[src/rtl/regfile_pkg.sv]
`default_nettype none
// ============================================================================
// Module      : regfile_pkg
// Description : Shared constants, index-width helper and word/index types
//               for the bypassing register file.
// Revision    : 1.0 - initial release
// ============================================================================
package regfile_pkg;

    localparam int DEFAULT_WIDTH = 32;
    localparam int DEFAULT_NREGS = 32;

    // Index width; NREGS is a power of two so this is exact.
    function automatic int calc_addr_w(input int nregs);
        return (nregs > 1) ? $clog2(nregs) : 1;
    endfunction

    typedef logic [calc_addr_w(DEFAULT_NREGS)-1:0] reg_idx_t;
    typedef logic [DEFAULT_WIDTH-1:0]              data_t;

endpackage
`default_nettype wire

[src/rtl/dffe_param.sv]
`default_nettype none
// ============================================================================
// Module      : dffe_param
// Description : WIDTH-bit D flip-flop with enable and synchronous clear.
// Revision    : 1.0 - initial release
// ============================================================================
module dffe_param
    import regfile_pkg::*;
#(
    parameter int WIDTH = DEFAULT_WIDTH
) (
    input  logic             clk,
    input  logic             clr,
    input  logic             en,
    input  logic [WIDTH-1:0] d,
    output logic [WIDTH-1:0] q
);

    logic [WIDTH-1:0] q_q;

    always_ff @(posedge clk) begin
        if (clr) begin
            q_q <= '0;
        end else if (en) begin
            q_q <= d;
        end
    end

    assign q = q_q;

endmodule
`default_nettype wire

[src/rtl/regfile_bypass.sv]
`default_nettype none
// ============================================================================
// Module      : regfile_bypass
// Description : 1W/2R register file with registered reads, write-to-read
//               bypass, optional hardwired zero register and busy scoreboard.
// Revision    : 1.0 - initial release
// ============================================================================
module regfile_bypass
    import regfile_pkg::*;
#(
    parameter  int WIDTH    = DEFAULT_WIDTH,
    parameter  int NREGS    = DEFAULT_NREGS,
    parameter  int ZERO_REG = 1,
    localparam int ADDR_W   = calc_addr_w(NREGS)
) (
    input  logic              clk,
    input  logic              clr,
    input  logic              we,
    input  logic [ADDR_W-1:0] waddr,
    input  logic [WIDTH-1:0]  wdata,
    input  logic              re1,
    input  logic [ADDR_W-1:0] ra1,
    input  logic              re2,
    input  logic [ADDR_W-1:0] ra2,
    output logic [WIDTH-1:0]  rd1,
    output logic [WIDTH-1:0]  rd2,
    output logic              busy1,
    output logic              busy2,
    input  logic              bset,
    input  logic [ADDR_W-1:0] bset_addr
);

    localparam logic C_ZR = (ZERO_REG != 0);

    logic [WIDTH-1:0] regs_q [NREGS];
    logic [NREGS-1:0] reg_we;
    logic [NREGS-1:0] busy_q;
    logic [NREGS-1:0] busy_d;
    logic             we_eff;
    logic             bset_eff;
    logic [WIDTH-1:0] rd1_d;
    logic [WIDTH-1:0] rd2_d;
    logic             busy1_d;
    logic             busy2_d;

    assign we_eff   = we   && !(C_ZR && (waddr == '0));
    assign bset_eff = bset && !(C_ZR && (bset_addr == '0));

    generate
        for (genvar i = 0; i < NREGS; i++) begin : g_regs
            assign reg_we[i] = we_eff && (waddr == ADDR_W'(i));

            dffe_param #(.WIDTH(WIDTH)) u_reg (
                .clk (clk),
                .clr (clr),
                .en  (reg_we[i]),
                .d   (wdata),
                .q   (regs_q[i])
            );
        end
    endgenerate

    // A new producer (bset) overrides a retiring one (write) on the same index.
    always_comb begin
        busy_d = busy_q;
        if (we_eff) begin
            busy_d[waddr] = 1'b0;
        end
        if (bset_eff) begin
            busy_d[bset_addr] = 1'b1;
        end
    end

    always_ff @(posedge clk) begin
        if (clr) begin
            busy_q <= '0;
        end else begin
            busy_q <= busy_d;
        end
    end

    // Reads see the post-edge state: bypassed data and next-cycle busy.
    always_comb begin
        rd1_d   = regs_q[ra1];
        busy1_d = busy_d[ra1];
        if (we_eff && (ra1 == waddr)) begin
            rd1_d = wdata;
        end
        if (C_ZR && (ra1 == '0)) begin
            rd1_d   = '0;
            busy1_d = 1'b0;
        end

        rd2_d   = regs_q[ra2];
        busy2_d = busy_d[ra2];
        if (we_eff && (ra2 == waddr)) begin
            rd2_d = wdata;
        end
        if (C_ZR && (ra2 == '0)) begin
            rd2_d   = '0;
            busy2_d = 1'b0;
        end
    end

    dffe_param #(.WIDTH(WIDTH)) u_rd1 (
        .clk (clk), .clr (clr), .en (re1), .d (rd1_d), .q (rd1)
    );

    dffe_param #(.WIDTH(WIDTH)) u_rd2 (
        .clk (clk), .clr (clr), .en (re2), .d (rd2_d), .q (rd2)
    );

    dffe_param #(.WIDTH(1)) u_busy1 (
        .clk (clk), .clr (clr), .en (re1), .d (busy1_d), .q (busy1)
    );

    dffe_param #(.WIDTH(1)) u_busy2 (
        .clk (clk), .clr (clr), .en (re2), .d (busy2_d), .q (busy2)
    );

endmodule
`default_nettype wire
[config.mk]
export PLATFORM = sky130hd
export DESIGN_NAME = regfile_bypass
export DESIGN_NICKNAME = d
export VERILOG_FILES = /design/src/rtl/regfile_pkg.sv /design/src/rtl/dffe_param.sv /design/src/rtl/regfile_bypass.sv
export SDC_FILE = /design/constraint.sdc
export NUM_CORES = 2
export LEC_CHECK = 0
export ABC_AREA = 1
export CAP_MARGIN = 20
export CORE_ASPECT_RATIO = 1.25
export CORE_MARGIN = 2
export CORE_UTILIZATION = 57
export CTS_CLUSTER_SIZE = 28
export DETAILED_ROUTE_END_ITERATION = 16
export HOLD_SLACK_MARGIN = 0.12
export PLACE_DENSITY = 0.77
export SLEW_MARGIN = 5
export SYNTH_ARGS = -nofsm -noshare
export SYNTH_HDL_FRONTEND = slang
export SYNTH_SLANG_ARGS = --single-unit
[constraint.sdc]
create_clock -name clk -period 1.5 [get_ports clk]
set_input_delay 0.225 -clock clk [delete_from_list [all_inputs] [get_ports clk]]
set_output_delay 0.225 -clock clk [all_outputs]
set_load 0.02 [all_outputs]
==> impl_metrics.ini <==
[run_status]
status = complete, but fails checks
violations = setup timing

[sta]
slew_violations = 0
tightest_slew_ns = 0.6686
max_freq_mhz = 661.6
fin_skew_ns = 0.06838
period_needed_ns = 1.511
rsz0062_at_grt = yes
hold_viol_final = 0
maxSlewHeadroom_pct = 55.38
setup_violations = 5
min_period_over_period_pct = 100.8
setup_slack_ns = -0.01144

[floorplan]
die_h_microns = 362.2
die_width_microns = 290.6
initial_utilization_pct = 57.39
core_sq_um = 102000
pin_count = 124
die_area_sq_um = 105200
rows = 131

[grt]
antenna_found_initial = 7
gr-usage-met3_pct = 12.73
grt.busiest_layer = met2
gr-total-overflow = 0
grt_util_met1_pct = 53.90
grt_usage_pct = 44.37
grt_start_max_net_pins = 63
grt_pass1_wl_microns = 363300
grt_pass1_vias = 61450
use_met2_pct = 66.64

[logic_synthesis]
syn_nets = 8276
synth_area_sq_um = 58510
synthCells = 8218
ys_ff_latch = 1122
synth_top_area_share_pct = 38.39
yosysSeqAreaShare_pct = 38.39
synth-edff-count = 0
yosysTopAreaCell = dfxtp_1
synth.distinct_cells = 34
synth_ff_type = dfxtp_1
synth_area_per_cell_sq_um = 7.120
async_flop_share_pct = 0
synth_area_leaders = dfxtp_1, a211oi_1, nor2_1, nand2_1, nand3_1
synth_warnings = 0

[detailed_routing]
drtAntennaViolNets = 0
route.detailed.drc = 0
vias = 65170
dr.pass1.iters = 8
routedWlPerCell_microns = 24.63
drt-total-wl_microns = 243700
dr.first_iter.drc_count = 8458
viasPerCell = 6.587

[cells_and_area]
drive_gt1_share_pct = 18.48
nNetsFinal = 8529
final_util_pct = 71.21
final_area_sq_um = 72600
area_growth_syn_to_layout_pct = 24.07

[clock_tree]
cts-root-buf = clkbuf_16
cts_tree = built
clock_path_buffers = 3
clock_sinks = 1122
path_clk_slew_ns = 0.06
htreeDepth = 3
numCtsBuffers = 113
clock_latency_ns = 0.76

[place]
dpl_cell_area_sq_um = 67400
gp_congestion = 0.9989
hpwlAfterDp_microns = 159000
io_buffers = 123
dp_slack_ns = -1.012

[worst_setup_path]
cp.required_ns = 1.27
cp_slowest_cell = dfxtp_4
crit_arrival_ns = 1.29
worstPathCellList = buf_6
cpLargestDelayFamily = flip-flops
start_kind = register
critPathMaxStageDelay_ns = 0.39
crit_type = reg -> out
path_buf_inv = 1
worst-path-max-fanout = 2
endpoint_kind = output pin

[pwr]
powerDensity_nw_per_um2 = 981.4
leakage_nw = 26.65
peakVddDrop_mv = 0.9369

[job]
drv_cap = 0

[min_path]
hold_class = in -> reg
where the power goes:
| part | leakage, nW | switching (mW) | total, mW | internal [mW] |
|---|---|---|---|---|
| Clock | 1.89 | 12.8 | 29.6 | 16.8 |
| Combinational | 15.7 | 7.09 | 11.0 | 3.92 |
| Sequential | 9.10 | 0.333 | 30.6 | 30.3 |
| Total | 26.6 | 20.2 | 71.2 | 51.1 |
placed cells by master (no fill, tap or decap), types with 37 or more instances in the layout:
cell type  Yosys  final
a211oi_1     989    989
a21oi_1      394    321
a21oi_2        3     74
buf_12         0    245
buf_4         27    648
clkbuf_16      0    114
dfxtp_1     1122   1062
dfxtp_2        0     37
inv_1        639    590
inv_2         20     57
nand2_1      997    922
nand2_2        7     43
nand2_4        0     39
nand3_1      639    592
nand3_2        1     48
nor2_1      1286   1281
o2111ai_1    248    185
o2111ai_2      0     63
o211ai_1     384    384
o21ai_0      497    416
o21ai_1       32    113
metrics by stage:
| step | std cells | hold WS, ns | power (mW) | TNS (ns) |
|---|---|---|---|---|
| 2_1_floorplan | 8218 | 0.4009 | 36.59 | -0.1141 |
| 3_3_place_gp | 9679 | 0.4369 | 41.16 | -716.33 |
| 3_5_place_dp | 9679 | 0.4448 | 41.31 | -749.60 |
| 4_1_cts | 9889 | 0.1490 | 70.25 | -0.03200 |
| 5_1_grt | 9892 | 0.1418 | 72.76 | -0.8327 |
| 6_report | 9894 | 0.06343 | 71.25 | -0.03266 |
layout make-up:
cell class / instances / area [sq um]
Antenna cell: 2 / 5.005
Tap cell: 1330 / 1664
Sequential cell: 1122 / 22590
Multi-Input combinational cell: 5540 / 30940
Inverter: 689 / 2630
Timing Repair Buffer: 1005 / 10940
Fill cell: 7880 / 29350
Clock inverter: 35 / 455.4
Clock buffer: 171 / 3367
logic make-up (layout without fill, tap and decap cells):
group           count (synthesis)  count (layout)  share of synthesized area, %
compound gates               2571            2571                         29.76
buf+inv                      1556            1900                         11.09
flops                        1122            1122                         38.39
other cells                     0               2                             0
simple gates                 2961            2961                         20.64
xor+xnor                        8               8                        0.1198
metal layers:
layer,part of all wire (%),vias up
met5,0.033,-
met4,9.1,12
met3,15,1505
met2,41,4801
met1,35,29630
li1,-,29220
cell usage after synthesis (32+ instances only):
library cell,instances
o2111ai_1,248
inv_1,639
nand3_1,639
buf_1,95
clkbuf_1,390
dfxtp_1,1122
buf_2,339
o21ai_0,497
a211oi_1,989
o211ai_1,384
nor2_1,1286
a21oi_1,394
o21ai_1,32
nand2_1,997
registers in the layout, indices dropped and copies added, names as in the netlist:
| register | flops |
|---|---|
| u_rd2.q | 32 |
| g_regs.u_reg.q | 1024 |
| u_busy1.q | 1 |
| u_busy2.q | 1 |
| u_rd1.q | 32 |
| busy_q | 32 |
repair_timing:
item                       in CTS  in global routing
hold buffers                    1                  5
setup endpoints to repair     438                156
pin swaps                      18                152
hold endpoints to repair       41                  4
resized for setup             436                382
buffers inserted                4                  3
cloned                          1                  0
path summary, 6_finish.rpt:
check                                          start                       end  slack, ns  cells past startpoint
hold / removal                          bset_addr[0]      busy_q[6]$_SDFF_PP0_       0.06                      4
hold reg to reg                 busy_q[0]$_SDFF_PP0_      busy_q[0]$_SDFF_PP0_       0.45                      2
setup reg to reg  g_regs[5].u_reg.q[15]$_SDFFE_PP0P_  u_rd2.q[15]$_SDFFE_PP0P_      -0.01                     10
setup / recovery            u_rd2.q[25]$_SDFFE_PP0P_                   rd2[25]      -0.01                      1
No activity file was read; power rests on OpenSTA's default activity.
